$ cat config.mk
export PLATFORM = sky130hd
export DESIGN_NAME = uart_rx_pingpong_ctrl_flat
export DESIGN_NICKNAME = d
export VERILOG_FILES = /design/src/rtl/uart_rx_pkg.sv /design/src/rtl/uart_rx_pingpong_ctrl_if.sv /design/src/rtl/uart_rx_idle_timer.sv /design/src/rtl/uart_rx_pingpong_ctrl.sv /design/src/flat_wrapper.sv
export SDC_FILE = /design/constraint.sdc
export NUM_CORES = 1
export LEC_CHECK = 0
export ABC_AREA = 1
export CORE_UTILIZATION = 30
export DETAILED_ROUTE_END_ITERATION = 10
export SYNTH_ARGS = -nofsm -noshare
export SYNTH_HDL_FRONTEND = slang
export SYNTH_SLANG_ARGS = --single-unit
$ cat constraint.sdc
create_clock -name clk -period 2.97 [get_ports clk]
set_input_delay 0.594 -clock clk [delete_from_list [all_inputs] [get_ports clk]]
set_output_delay 0.594 -clock clk [all_outputs]
set_load 0.02 [all_outputs]
$ cat src/rtl/uart_rx_pkg.sv
// Shared types and constants for the UART RX ping-pong buffer control slice.
// The write-enable logic imports FULL_THRESH_DEF so both sides agree on the full guard.
package uart_rx_pkg;

    typedef enum logic [1:0] {
        BUF_FREE,
        BUF_FILL,
        BUF_READY
    } buf_state_t;

    typedef enum logic {
        ST_FILL,
        ST_STALL
    } ctrl_state_t;

    localparam int         LEN_W           = 10;
    localparam int         DROP_W          = 16;
    localparam logic [9:0] FULL_THRESH_DEF = 10'd1020;

    function automatic logic [DROP_W-1:0] sat_inc_drop(input logic [DROP_W-1:0] value);
        return (value == '1) ? value : value + DROP_W'(1);
    endfunction

endpackage

$ cat src/rtl/uart_rx_pingpong_ctrl_if.sv
// Byte-source, write-side and reader-side signals of the ping-pong controller.
// master = the controller, slave = its environment (UART RX, write logic, reader).
interface uart_rx_pingpong_ctrl_if;
    import uart_rx_pkg::*;

    logic              uart_rx_vld;
    logic              uart_rx_vld_gated;
    logic              frame_ping_pong_flag;
    logic              frame_rdy;
    logic              frame_sel;
    logic [LEN_W-1:0]  frame_len;
    logic              frame_trunc;
    logic              frame_ack;
    logic              rx_drop_pulse;
    logic [DROP_W-1:0] rx_drop_cnt;

    modport master (
        input  uart_rx_vld,
        input  frame_ack,
        output uart_rx_vld_gated,
        output frame_ping_pong_flag,
        output frame_rdy,
        output frame_sel,
        output frame_len,
        output frame_trunc,
        output rx_drop_pulse,
        output rx_drop_cnt
    );

    modport slave (
        output uart_rx_vld,
        output frame_ack,
        input  uart_rx_vld_gated,
        input  frame_ping_pong_flag,
        input  frame_rdy,
        input  frame_sel,
        input  frame_len,
        input  frame_trunc,
        input  rx_drop_pulse,
        input  rx_drop_cnt
    );

endinterface

$ cat src/rtl/uart_rx_idle_timer.sv
// Counts line-idle cycles after the last byte of a non-empty frame.
// timeout is only asserted while enable is high, so it never fires on an empty buffer.
module uart_rx_idle_timer #(
    parameter int               CNT_W   = 16,
    parameter logic [CNT_W-1:0] TIMEOUT = CNT_W'(1000)
) (
    input  logic clk,
    input  logic rst_n,
    input  logic clear,
    input  logic enable,
    output logic timeout
);

    localparam logic [CNT_W-1:0] LAST = TIMEOUT - CNT_W'(1);

    logic [CNT_W-1:0] idle_cnt;

    always_ff @(posedge clk or negedge rst_n) begin
        if (!rst_n) begin
            idle_cnt <= '0;
        end else if (clear) begin
            idle_cnt <= '0;
        end else if (enable && (idle_cnt != '1)) begin
            idle_cnt <= idle_cnt + CNT_W'(1);
        end
    end

    assign timeout = enable && (idle_cnt == LAST);

endmodule

$ cat src/rtl/uart_rx_pingpong_ctrl.sv
// Ping-pong sequencer: counts bytes into the current buffer, closes frames on idle or
// near-full, flips to the other buffer when free and hands closed frames out oldest first.
module uart_rx_pingpong_ctrl
    import uart_rx_pkg::*;
#(
    parameter int               CNT_W        = 16,
    parameter logic [CNT_W-1:0] IDLE_TIMEOUT = CNT_W'(1000),
    parameter logic [LEN_W-1:0] FULL_THRESH  = FULL_THRESH_DEF
) (
    input logic                     clk,
    input logic                     rst_n,
    uart_rx_pingpong_ctrl_if.master bus
);

    ctrl_state_t       state_q, state_d;
    logic              flag_q, flag_d, flag_n;
    buf_state_t        buf_st_q [2];
    buf_state_t        buf_st_d [2];
    logic [LEN_W-1:0]  len_q [2];
    logic [LEN_W-1:0]  len_d [2];
    logic [1:0]        trunc_q, trunc_d;
    logic              oldest_q, oldest_d;
    logic [LEN_W-1:0]  wr_cnt_q, wr_cnt_d;
    logic [DROP_W-1:0] drop_cnt_q, drop_cnt_d;
    logic              drop_pulse_q, drop_pulse_d;
    logic              frame_rdy_q, frame_rdy_d;
    logic              frame_sel_q, frame_sel_d;
    logic [LEN_W-1:0]  frame_len_q, frame_len_d;
    logic              frame_trunc_q, frame_trunc_d;

    logic in_fill;
    logic byte_gated;
    logic close_full;
    logic frame_close;
    logic idle_en;
    logic idle_clear;
    logic idle_timeout;
    logic ack_ok;

    assign in_fill     = (state_q == ST_FILL);
    assign flag_n      = ~flag_q;
    assign byte_gated  = in_fill && bus.uart_rx_vld && (wr_cnt_q != FULL_THRESH);
    assign close_full  = in_fill && (wr_cnt_q == FULL_THRESH);
    assign idle_en     = in_fill && (wr_cnt_q != '0) && !close_full && !bus.uart_rx_vld;
    assign frame_close = close_full || idle_timeout;
    assign idle_clear  = byte_gated || frame_close;
    assign ack_ok      = bus.frame_ack && frame_rdy_q;

    uart_rx_idle_timer #(
        .CNT_W   (CNT_W),
        .TIMEOUT (IDLE_TIMEOUT)
    ) u_idle_timer (
        .clk     (clk),
        .rst_n   (rst_n),
        .clear   (idle_clear),
        .enable  (idle_en),
        .timeout (idle_timeout)
    );

    always_ff @(posedge clk or negedge rst_n) begin
        if (!rst_n) begin
            state_q       <= ST_FILL;
            flag_q        <= 1'b0;
            buf_st_q[0]   <= BUF_FREE;
            buf_st_q[1]   <= BUF_FREE;
            len_q[0]      <= '0;
            len_q[1]      <= '0;
            trunc_q       <= '0;
            oldest_q      <= 1'b0;
            wr_cnt_q      <= '0;
            drop_cnt_q    <= '0;
            drop_pulse_q  <= 1'b0;
            frame_rdy_q   <= 1'b0;
            frame_sel_q   <= 1'b0;
            frame_len_q   <= '0;
            frame_trunc_q <= 1'b0;
        end else begin
            state_q       <= state_d;
            flag_q        <= flag_d;
            buf_st_q      <= buf_st_d;
            len_q         <= len_d;
            trunc_q       <= trunc_d;
            oldest_q      <= oldest_d;
            wr_cnt_q      <= wr_cnt_d;
            drop_cnt_q    <= drop_cnt_d;
            drop_pulse_q  <= drop_pulse_d;
            frame_rdy_q   <= frame_rdy_d;
            frame_sel_q   <= frame_sel_d;
            frame_len_q   <= frame_len_d;
            frame_trunc_q <= frame_trunc_d;
        end
    end

    // The ack is applied before the close so a buffer freed this cycle can take the flip.
    always_comb begin
        state_d      = state_q;
        flag_d       = flag_q;
        buf_st_d     = buf_st_q;
        len_d        = len_q;
        trunc_d      = trunc_q;
        oldest_d     = oldest_q;
        wr_cnt_d     = wr_cnt_q;
        drop_cnt_d   = drop_cnt_q;
        drop_pulse_d = 1'b0;

        if (ack_ok) begin
            buf_st_d[frame_sel_q] = BUF_FREE;
            oldest_d              = ~frame_sel_q;
        end

        case (state_q)
            ST_FILL: begin
                if (byte_gated) begin
                    wr_cnt_d = wr_cnt_q + LEN_W'(1);
                    if (buf_st_q[flag_q] == BUF_FREE) begin
                        buf_st_d[flag_q] = BUF_FILL;
                    end
                end
                if (frame_close) begin
                    buf_st_d[flag_q] = BUF_READY;
                    len_d[flag_q]    = wr_cnt_q;
                    trunc_d[flag_q]  = close_full;
                    wr_cnt_d         = '0;
                    if (buf_st_d[flag_n] != BUF_READY) begin
                        oldest_d = flag_q;
                    end
                    if (buf_st_d[flag_n] == BUF_FREE) begin
                        flag_d           = flag_n;
                        buf_st_d[flag_n] = BUF_FILL;
                    end else begin
                        state_d = ST_STALL;
                    end
                end
            end
            ST_STALL: begin
                if (bus.uart_rx_vld) begin
                    drop_pulse_d = 1'b1;
                    drop_cnt_d   = sat_inc_drop(drop_cnt_q);
                end
                if (ack_ok) begin
                    flag_d                = frame_sel_q;
                    buf_st_d[frame_sel_q] = BUF_FILL;
                    state_d               = ST_FILL;
                end
            end
            default: begin
                state_d = ST_FILL;
            end
        endcase

        frame_rdy_d = (buf_st_d[0] == BUF_READY) || (buf_st_d[1] == BUF_READY);
        if ((buf_st_d[0] == BUF_READY) && (buf_st_d[1] == BUF_READY)) begin
            frame_sel_d = oldest_d;
        end else begin
            frame_sel_d = (buf_st_d[1] == BUF_READY);
        end
        frame_len_d   = len_d[frame_sel_d];
        frame_trunc_d = trunc_d[frame_sel_d];
    end

    assign bus.uart_rx_vld_gated    = byte_gated;
    assign bus.frame_ping_pong_flag = flag_q;
    assign bus.frame_rdy            = frame_rdy_q;
    assign bus.frame_sel            = frame_sel_q;
    assign bus.frame_len            = frame_len_q;
    assign bus.frame_trunc          = frame_trunc_q;
    assign bus.rx_drop_pulse        = drop_pulse_q;
    assign bus.rx_drop_cnt          = drop_cnt_q;

endmodule

$ cat src/flat_wrapper.sv
// flat-port wrapper written by rule: the top's interface ports become plain ports
module uart_rx_pingpong_ctrl_flat import uart_rx_pkg::*;
#(
    parameter int               CNT_W        = 16,
    parameter logic [CNT_W-1:0] IDLE_TIMEOUT = CNT_W'(1000),
    parameter logic [LEN_W-1:0] FULL_THRESH  = FULL_THRESH_DEF
)
  (clk, rst_n, bus_uart_rx_vld, bus_frame_ack, bus_uart_rx_vld_gated, bus_frame_ping_pong_flag, bus_frame_rdy, bus_frame_sel, bus_frame_len, bus_frame_trunc, bus_rx_drop_pulse, bus_rx_drop_cnt);
  uart_rx_pingpong_ctrl_if bus_i ();
  input logic clk;
  input logic rst_n;
  input wire logic [$bits(bus_i.uart_rx_vld)-1:0] bus_uart_rx_vld;
  input wire logic [$bits(bus_i.frame_ack)-1:0] bus_frame_ack;
  output wire logic [$bits(bus_i.uart_rx_vld_gated)-1:0] bus_uart_rx_vld_gated;
  output wire logic [$bits(bus_i.frame_ping_pong_flag)-1:0] bus_frame_ping_pong_flag;
  output wire logic [$bits(bus_i.frame_rdy)-1:0] bus_frame_rdy;
  output wire logic [$bits(bus_i.frame_sel)-1:0] bus_frame_sel;
  output wire logic [$bits(bus_i.frame_len)-1:0] bus_frame_len;
  output wire logic [$bits(bus_i.frame_trunc)-1:0] bus_frame_trunc;
  output wire logic [$bits(bus_i.rx_drop_pulse)-1:0] bus_rx_drop_pulse;
  output wire logic [$bits(bus_i.rx_drop_cnt)-1:0] bus_rx_drop_cnt;
  assign bus_i.uart_rx_vld = bus_uart_rx_vld;
  assign bus_i.frame_ack = bus_frame_ack;
  assign bus_uart_rx_vld_gated = bus_i.uart_rx_vld_gated;
  assign bus_frame_ping_pong_flag = bus_i.frame_ping_pong_flag;
  assign bus_frame_rdy = bus_i.frame_rdy;
  assign bus_frame_sel = bus_i.frame_sel;
  assign bus_frame_len = bus_i.frame_len;
  assign bus_frame_trunc = bus_i.frame_trunc;
  assign bus_rx_drop_pulse = bus_i.rx_drop_pulse;
  assign bus_rx_drop_cnt = bus_i.rx_drop_cnt;
  uart_rx_pingpong_ctrl #(.CNT_W(CNT_W), .IDLE_TIMEOUT(IDLE_TIMEOUT), .FULL_THRESH(FULL_THRESH)) u_core (.clk(clk), .rst_n(rst_n), .bus(bus_i));
endmodule
# == After elaboration in Yosys (flattened, before gate mapping) ==
# Index checks and enable logic that the tools add are counted.
# op_classes
reduce_logical,27
bitwise_logic,22
eq_ne,11
mux,54
order_cmp,10
n_addsub,3
# op_table
cell,n
$mux 10,6
$mux 20,2
$add 16x1->16 const B,2
$mux 16,2
$mux 4,7
$mux 2,11
$bwmux 20,1
$eq 16x10->1 const B,1
$eq 16x16->1 const B,1
$mux 1,16
$ne 16x16->1 const B,1
$logic_and 1x1->1,14
$add 10x1->10 const B,1
$demux 10 s1,1
$eq 10x10->1 const B,1
$ne 10x10->1 const B,1
$reduce_bool 10->1,1
$and 2x2->2,4
$ge 2x2->1 const B,4
$ne 2x2->1 const B,4
$not 1->2,4
$not 2->2,4
$or 2x2->2,4
$pmux 4 s2,1
other kinds (17),33
# word_totals
ff_bits,85
inputBits,4
out_inout_bits,32
word_cells,143

# == Longest topological paths before layout ==
# Gate-level depths: netlist of run 1.
# logic_depth
depth_word,27
ltp_mapped,18
ltp_nobuf,17

# == Modules after synthesis ==
# A second synthesis of run 1 with hierarchy kept.
# hier_totals
hier_cells,537
area_unflattened_um2,4371.7
# modules_own_cells
module,instances,cells_each,area_each_um2,seq_area_each_um2
uart_rx_pingpong_ctrl,1,382,3294.4,1726.7
uart_rx_idle_timer,1,155,1077.3,400.4

# == Worst setup path before layout of run 1 ==
# OpenSTA, ideal clock, no wires.
# synth_path
path_kind,reg-to-reg
start,register u_core.wr_cnt_q[0]
end,"register u_core.frame_len_q[1], in the netlist u_core.bus.frame_len[1]"
path_buffers,1
stages_incl_launch_ff,16
t_required_ps,2853
setup_ps,117
slack_ps,948
arrival_ps,1906
synth_period_minus_slack_ps,2022
path_cell_list,dfrtp_1 inv_1 ha_1 nand3_1 nor2_4 a21oi_2 nand3_2 nand2_4 inv_2 nor2_2 nor2_2 nor2_4 nand2_2 buf_6 nand2_2 nand2_1
# synth_between
elab_chain_cells,19
word_cells_on_any_way,38
cone_classes,5 x eq/ne; 17 x mux; 5 x bitwise; 11 x reduce/logical
# synth_rtl
item,line_no,text
"start, declared",uart_rx_pingpong_ctrl.sv:23,"logic [LEN_W-1:0] wr_cnt_q, wr_cnt_d;"
"start signal, assigned",uart_rx_pingpong_ctrl.sv:84,wr_cnt_q <= wr_cnt_d;
$ne 10x10->1,uart_rx_pingpong_ctrl.sv:42,assign byte_gated = in_fill && bus.uart_rx_vld && (wr_cnt_q != FULL_THRESH);
$logic_and 1x1->1,uart_rx_pingpong_ctrl.sv:42,
$mux 4,uart_rx_pingpong_ctrl.sv:113,if (byte_gated) begin
$mux 4,uart_rx_pingpong_ctrl.sv:111,case (state_q)
$and 2x2->2 (no line) or $or 2x2->2 (tied branches),--,
$mux 2 (implied by the code) (3 in a row),"uart_rx_pingpong_ctrl.sv:124, uart_rx_pingpong_ctrl.sv:127",
$logic_not 2->1,uart_rx_pingpong_ctrl.sv:127,if (buf_st_d[flag_n] == BUF_FREE) begin
$mux 4,uart_rx_pingpong_ctrl.sv:127,
$mux 4,uart_rx_pingpong_ctrl.sv:119,if (frame_close) begin
$pmux 4 s2,uart_rx_pingpong_ctrl.sv:111,
$eq 2x2->1 (on tied branches),"uart_rx_pingpong_ctrl.sv:152, uart_rx_pingpong_ctrl.sv:155",
$logic_and 1x1->1,uart_rx_pingpong_ctrl.sv:152,if ((buf_st_d[0] == BUF_READY) && (buf_st_d[1] == BUF_READY)) begin
$mux 1,uart_rx_pingpong_ctrl.sv:152,
$not 1->2 (implied by the code),uart_rx_pingpong_ctrl.sv:157,frame_len_d = len_d[frame_sel_d];
$mux 10 (implied by the code) (*) (3 in a row),uart_rx_pingpong_ctrl.sv:157,
net u_core.frame_len_d[1],uart_rx_pingpong_ctrl.sv:28,"logic [LEN_W-1:0] frame_len_q, frame_len_d;"
"end signal, assigned",uart_rx_pingpong_ctrl.sv:89,frame_len_q <= frame_len_d;
"end, declared",uart_rx_pingpong_ctrl.sv:28,
# The timed path passes the listed nets; every way through them passes the cells marked *. The select of a mux whose other input is x is not followed.
# A chain may end at the register's enable or synchronous reset.

# == Worst setup path after layout of run 1 ==
# layout_path
start,register u_core.wr_cnt_q[0]
end,output bus_uart_rx_vld_gated
# layout_between
elab_chain_cells,2
# layout_rtl
item,line_no,text
$ne 10x10->1,uart_rx_pingpong_ctrl.sv:42,
$logic_and 1x1->1,uart_rx_pingpong_ctrl.sv:42,
"end, declared",flat_wrapper.sv:14,output wire logic [$bits(bus_i.uart_rx_vld_gated)-1:0] bus_uart_rx_vld_gated;
# No other way between the ends.

==> impl_results.md, run 1 <==
* Final Hold Violating Endpoints at 0
* H-tree lvl count at 3
* Mean post-synth cell area at 8.35 µm²
* Actual slew at the worst max-slew pin at 0.598 ns
* Wire per inst at 13.0 µm
* Post-route minimum period at 2.85 ns
* Clock slew at reported path FFs at 0.07 ns
* Clk_skew at 0.0114 ns
* P_sw at 1.05 mW
* Max layer used: met4
* Diode count at 0
* Sink Count at 85
* Die span in y at 122 µm
* Top-Level Pins at 36
* Status: completed
* Gate power share at 0.228
* Tcrit/Tclk final at 0.959
* FMAX at 351 MHz
* Hold WS at 0.260 ns
* Area leader, netlist: dfrtp_1
* Number of synthesized register bits at 85
* Cell Int Power at 2.21 mW
* Vias per std cell at 4.73
* Row cnt at 43
* Largest net degree at the start of global routing at 46
* DIE WIDTH at 122 µm
* Placer Congestion at 0.867
* Total grt overflow at 0
* Net Sw Frac at 0.322
* Worst Setup End Kind: output pin
* CTS Hold Buffers Added at 0
* Top FF cell, synth: dfrtp_1
* Vias at 3508
* Buffer type at the clock tree root: clkbuf_16
* Pwr Density at 630 nW/µm²
* Initial antenna violation count at 0
* Setup violators final at 0
* Net Count, Synth at 526
* Largest cells by area after synthesis: dfrtp_1 49%, nand2_1 12%, nand3_1 4.4%
* VDD IR max at 0.000357 V
* Crit path max fanout at 7
* Hold Path Class: input port to asynchronous set/reset pin
* Initial DRC Count at 263
* CP Data Required Time at 2.38 ns
* Drt drc at 0
* Clock power share at 0.341
* Number of CTS-inserted buffers at 9
* Die area at 14900 µm²
* ANT nets after route at 0
* Post-synthesis sequential area ratio at 0.492
* Synthesis-to-finish area growth at 19.7%
* Post-DP HPWL at 6.86 mm
* Starting density of the core at 0.309
* Number of global-route vias before repair at 3572
* Routed wire length at 9.63 mm
* GRT Total Usage at 0.140
* Core footprint at 14000 µm²
* Skew-Pair Late Insertion Delay at 0.33 ns
* CTS max path bufs at 2
* CP startpoint kind: register
* Setup CP Type: register to output pin
* Fraction of layout cells with a size suffix above 1 at 0.133
* FILL cells at 1408
* Post-synth ARST share at 1.00
* RSZ-0062 raised after global routing: false
* Post-synth EDFFs at 0
* Lkg Pwr at 2.42 nW
* Met2 wire length at 4.47 mm
* Port bufs at 35
* First-pass GRT wire length at 16.6 mm
* Synth Warn # at 0
* Count of different cell masters after synthesis at 37
* Final slew viol count at 0
* Met3 wire len at 283 µm
* TritonCTS clock tree: done
* Seq pwr share at 0.431
* Post-synth top area share at 0.492
* Synthesized area at 4320 µm²
* Metal1 wirelength at 4.74 mm
* MaxCap Viol Count at 0
* Arrival time worst endpoint at 2.25 ns
* Detailed-router iteration count before antenna repair at 5
* Final net count at 567
* Setup TNS at 0 ns
* Worst rel slew slack at 0.601
* Gate Count Post-Synth at 518
routing by layer:
layer / track usage / vias up
li1: - / 1759
met1: 0.188 / 1665
met2: 0.224 / 74
met3: 0.0295 / 10
met4: 0.0473 / 0
met5: 0 / -
cell type report:
cell class              instances  area [µm²]  area share
well taps                     180         225      0.0435
flip-flops and latches         85        2130       0.411
clock buffers                  11         243      0.0469
inverters                      59         224      0.0433
multi-input cells             362        1900       0.366
repair buffers                 42         413      0.0798
clock inverters                 3        46.3     0.00894
kinds of logic (layout without fill, tap and decap cells):
family                   Yosys count  count (layout)  synth area share
AND/OR/NAND/NOR                  269             269             0.293
flip-flops                        85              85             0.492
buffers and inverters             71             115            0.0694
AO/OA/AOI/OAI                     67              67            0.0897
XOR/XNOR                          22              22            0.0446
adder cells (fa/ha/maj)            4               4            0.0116
state kept, by name, indices dropped and copies added, names as in the netlist, 2 cells and up:
signal                        count
u_core.buf_st_q                   4
u_core.bus.frame_len             10
u_core.bus.rx_drop_cnt           16
u_core.len_q                     20
u_core.trunc_q                    2
u_core.u_idle_timer.idle_cnt     16
u_core.wr_cnt_q                  10
per-stage QoR:
step | area [µm²] | setup WS [ns] | power, mW | instances | util
floorplan | 4320 | 0.948 | 1.88 | 518 | -
global placement | 4890 | 0.316 | 2.15 | 728 | 0.349
detailed placement | 4890 | 0.256 | 2.16 | 728 | 0.349
CTS | 5170 | 0.0543 | 3.29 | 742 | 0.370
global route | 5180 | 0.0271 | 3.44 | 742 | 0.370
finish | 5180 | 0.123 | 3.26 | 742 | 0.370
worst paths after layout:
kind,from,endpoint,slack [ns],cells past startpoint
min in group clk,u_core.len_q[1],u_core.len_q[1],0.48,2
worst min-delay path,rst_n,u_core.bus.rx_drop_cnt[9],0.26,1
worst max register to register,u_core.wr_cnt_q[0],u_core.bus.frame_trunc,0.56,13
worst min register to register,u_core.len_q[1],u_core.len_q[1],0.48,2
worst max-delay path,u_core.wr_cnt_q[0],bus_uart_rx_vld_gated,0.12,8
max in group asynchronous,rst_n,u_core.wr_cnt_q[0],2.06,2
synth_stat cells (all sizes together), types with 2 or more instances:
library cell and instances:
nand4 12, buf 11, nand3 42, nor3 15
xor2 15, ha 4, a21boi 2, nor4 5
a21oi 19, nand2 151, o21ai 42, nor2 42
o31ai 4, dfrtp 85, xnor2 7, inv 58
worst max-delay path: stages, from the launching register on:
cell	delay [ns]
dfrtp_2	0.45
inv_1	0.16
ha_1	0.24
nand3_1	0.13
nor2_4	0.17
nand2_4	0.07
nand3_4	0.10
inv_4	0.07
clkdlybuf4s50_1	0.53
repair_timing:
| item | in CTS | in global routing |
|---|---|---|
| buffers inserted | 0 | 0 |
| resized for setup | 0 | 1 |
| setup endpoints to repair | 0 | 1 |
power groups by stage:
| stage | Combinational [mW] | Clock, mW | Sequential, mW |
|---|---|---|---|
| after CTS | 0.746 | 1.14 | 1.40 |
| after floorplan | 0.407 | 0 | 1.47 |
| after global placement | 0.728 | 0 | 1.42 |
| after global routing | 0.836 | 1.19 | 1.42 |
| after detailed placement | 0.736 | 0 | 1.42 |
| final | 0.744 | 1.11 | 1.41 |
cell usage in the layout, fill, tap and decap left out, types with 16 or more instances in the layout:
cell type        instances
nor2_1                  37
nand2_1                133
clkdlybuf4s50_1         34
nand2_2                 16
dfrtp_1                 84
inv_1                   45
o21ai_0                 26
a21oi_1                 18
nand3_1                 38
(Power assumes the default switching activity.)
==> inputs of run 2 (changes only) <==
ABC_AREA = default   (was 1)
CORE_MARGIN = 4   (was default)
==> run 2 against run 1 <==
  * Global-route usage decreased by 2.4 points
  * Count of clock-buffer cells in the layout decreased by 2
  * Critical endpoint is now u_core.bus.frame_len[9]
  * First-iteration DRC count decreased by 38%
==> impl_results.md, run 2 <==
* Core footprint at 12800 µm² (-8.7%)
* FMAX at 352 MHz (+0.11%)
* Hold WS at 0.284 ns (+0.0242 ns)
* First-pass GRT wire length at 13.8 mm (-17%)
* Diode count at 0 (unchanged)
* Vias per std cell at 4.77 (+0.83%)
* Pwr Density at 532 nW/µm² (-16%)
* Combined area of the multi-input logic cells at 1760 µm² (-7.4%)
* Final Hold Violating Endpoints at 0 (unchanged)
* Top reg by flops: u_core.len_q
* Buffer type at the clock tree root: clkbuf_16
* Final slew viol count at 0 (unchanged)
* Number of synthesized register bits at 85 (unchanged)
* Initial DRC Count at 162 (-38%)
* Clock slew at reported path FFs at 0.07 ns (about the same)
* Post-synth ARST share at 1.00 (unchanged)
* Actual slew at the worst max-slew pin at 0.682 ns (+0.0847 ns)
* Most common cell after layout, fill and taps aside: dfrtp_1
* Post-route minimum period at 2.84 ns (-0.00302 ns)
* Placed cell count at 570 (-22%)
* Die span in y at 123 µm (+0.88%)
* Skew-Pair Late Insertion Delay at 0.34 ns (about the same)
* Top FF cell, synth: dfrtp_1
* Routed wire length at 8.00 mm (-17%)
* Sink Count at 85 (unchanged)
* H-tree lvl count at 3 (unchanged)
* Setup violators final at 0 (unchanged)
* Final net count at 419 (-26%)
* Final cell count without fillers at 588 (-21%)
* Wire per inst at 13.6 µm (+4.9%)
* Total grt overflow at 0 (unchanged)
* Clk_skew at 0.00857 ns (-0.00283 ns)
* CP Data Required Time at 3.20 ns (+0.82 ns)
* GRT Total Usage at 0.116 (-0.0238)
* Synthesized area at 3980 µm² (-8.0%)
* Count leader, synth: dfrtp_1
* Design area at 5000 µm² (-3.4%)
* Lkg Pwr at 2.24 nW (-7.6%)
* Setup CP Type: register to register
* Crit path max fanout at 6 (-1)
* Post-synth EDFFs at 0 (unchanged)
* Post-DP HPWL at 5.74 mm (-16%)
* Drt drc at 0 (unchanged)
* CP startpoint kind: register
* Top-Level Pins at 36 (unchanged)
* Die area at 15200 µm² (+1.8%)
* Fraction of layout cells with a size suffix above 1 at 0.216 (+0.0829)
* Commonest cells post-synth: 85 x dfrtp_1, 36 x nand2_1, 35 x nor2_1
* Placer Congestion at 0.847 (-2.2%)
* Synthesis-to-finish area growth at 25.7%
* R2R Path Start: u_core.u_idle_timer.idle_cnt[0]
* CTS Hold Buffers Added at 0 (unchanged)
* Row cnt at 41 (-4.7%)
* Net Count, Synth at 361 (-31%)
* Cell Int Power at 2.00 mW (-9.6%)
* Arrival time worst endpoint at 3.07 ns (+0.82 ns)
* Gate Count Post-Synth at 353 (-32%)
* MaxCap Viol Count at 0 (unchanged)
* Area of placed instances at 4650 µm² (-4.9%)
* Detailed-router iteration count before antenna repair at 4 (-1)
* Area leader, netlist: dfrtp_1
* Hold Path Class: input port to asynchronous set/reset pin
* Status: completed
* Synth Warn # at 0 (unchanged)
* Count of different cell masters after synthesis at 54 (+46%)
* Tcrit/Tclk final at 0.958 (-0.00102)
* Port bufs at 35 (unchanged)
* Setup crit start: u_core.u_idle_timer.idle_cnt[0]
* ANT nets after route at 0 (unchanged)
* Clock power share at 0.426 (+0.085)
* Initial antenna violation count at 0 (unchanged)
* Number of global-route vias before repair at 2841 (-20%)
* Vias at 2803 (-20%)
* DIE WIDTH at 123 µm (+0.88%)
* Setup TNS at 0 ns (unchanged)
* Register Area at 2130 µm² (about the same)
* CTS max path bufs at 2 (unchanged)
* Seq pwr share at 0.471 (+0.040)
* Largest cells by area after synthesis: dfrtp_1 53%, mux2_2 5.9%, xnor2_1 5.9%
* Most frequent cells in the layout: 85 x dfrtp_1, 36 x nand2_1, 35 x nor2_1, 33 x clkdlybuf4s50_1, 27 x xnor2_1
* Post-synth top area share at 0.535 (+0.0430)
* Gate power share at 0.103 (-0.125)
* Largest net degree at the start of global routing at 55 (+20%)
* VDD IR max at 0.000236 V (-34%)
* Layout Utilization at 0.391 (+0.0213)
* Mean post-synth cell area at 11.3 µm² (+35%)
* Max reg flops at 20 (unchanged)
* FILL cells at 1226 (-13%)
* P_sw at 661 µW (-37%)
* Net Sw Frac at 0.248 (-0.0734)
* Starting density of the core at 0.311 (+0.00217)
* Post-synthesis sequential area ratio at 0.535 (+0.0430)
* Worst Setup End Kind: register
* Number of CTS-inserted buffers at 9 (unchanged)
* TritonCTS clock tree: done
* Worst rel slew slack at 0.545 (-0.0564)
run 2: worst paths after layout:
check / endpoint / slack (ns) / cells past startpoint
setup / recovery: u_core.bus.frame_len[9] / 0.13 / 9
hold / removal: u_core.bus.frame_len[7] / 0.28 / 1
setup reg to reg: u_core.bus.frame_len[9] / 0.13 / 9
hold reg to reg: u_core.len_q[6] / 0.50 / 1
max in group asynchronous: u_core.bus.rx_drop_cnt[15] / 2.07 / 2
min in group clk: u_core.len_q[6] / 0.50 / 1
run 2: cell families after synthesis:
logic type | synth area share
AOI/OAI and AO/OA | 0.0699
and+or+nand+nor | 0.175
xor gates and xnor gates | 0.0837
adders and majority gates | 0.0126
muxes | 0.0935
DFF | 0.535
buffers and inverters | 0.0305
run 2: power by group through the flow:
stage	sequential [mW]	clock [mW]	combinational, mW
after floorplan	1.33	0	0.0843
after CTS	1.26	1.17	0.281
final	1.25	1.13	0.274
after detailed placement	1.28	0	0.280
after global routing	1.26	1.22	0.303
after global placement	1.27	0	0.277
run 2: per-stage QoR:
stage / setup slack [ns] / power, mW
floorplan: 0.171 / 1.41
global placement: 0.0614 / 1.55
detailed placement: -0.00732 / 1.56
CTS: 0.0156 / 2.71
global route: -0.00585 / 2.79
finish: 0.126 / 2.66
run 2: what timing repair did:
item / CTS / global route
pin swaps: 0 / 2
setup endpoints to repair: 1 / 10
resized for setup: 1 / 6
setup buffers: 0 / 2
run 2: final cells by class:
| class | instances | share of cell area |
|---|---|---|
| Multi-Input combinational cell | 244 | 0.351 |
| Inverter | 14 | 0.0105 |
| Clock buffer | 9 | 0.0451 |
| Timing Repair Buffer | 57 | 0.108 |
| Sequential cell | 85 | 0.426 |
| Tap cell | 172 | 0.0431 |
| Clock inverter | 7 | 0.0160 |
run 2: worst max-delay path, stage by stage, from the launching register on:
cell       delay (ns)
dfrtp_1          0.38
ha_1             0.22
or4b_1           0.51
nor4_4           0.23
o2bb2ai_4        0.18
and3_4           0.24
o22ai_2          0.11
a221oi_4         0.34
buf_12           0.17
mux2_2           0.33
run 2: layer usage:
metal	wire [µm]	track usage	share of wire
met5	0	0	0
met4	175	0.0540	0.022
met3	375	0.0334	0.047
met2	3630	0.177	0.45
met1	3820	0.153	0.48
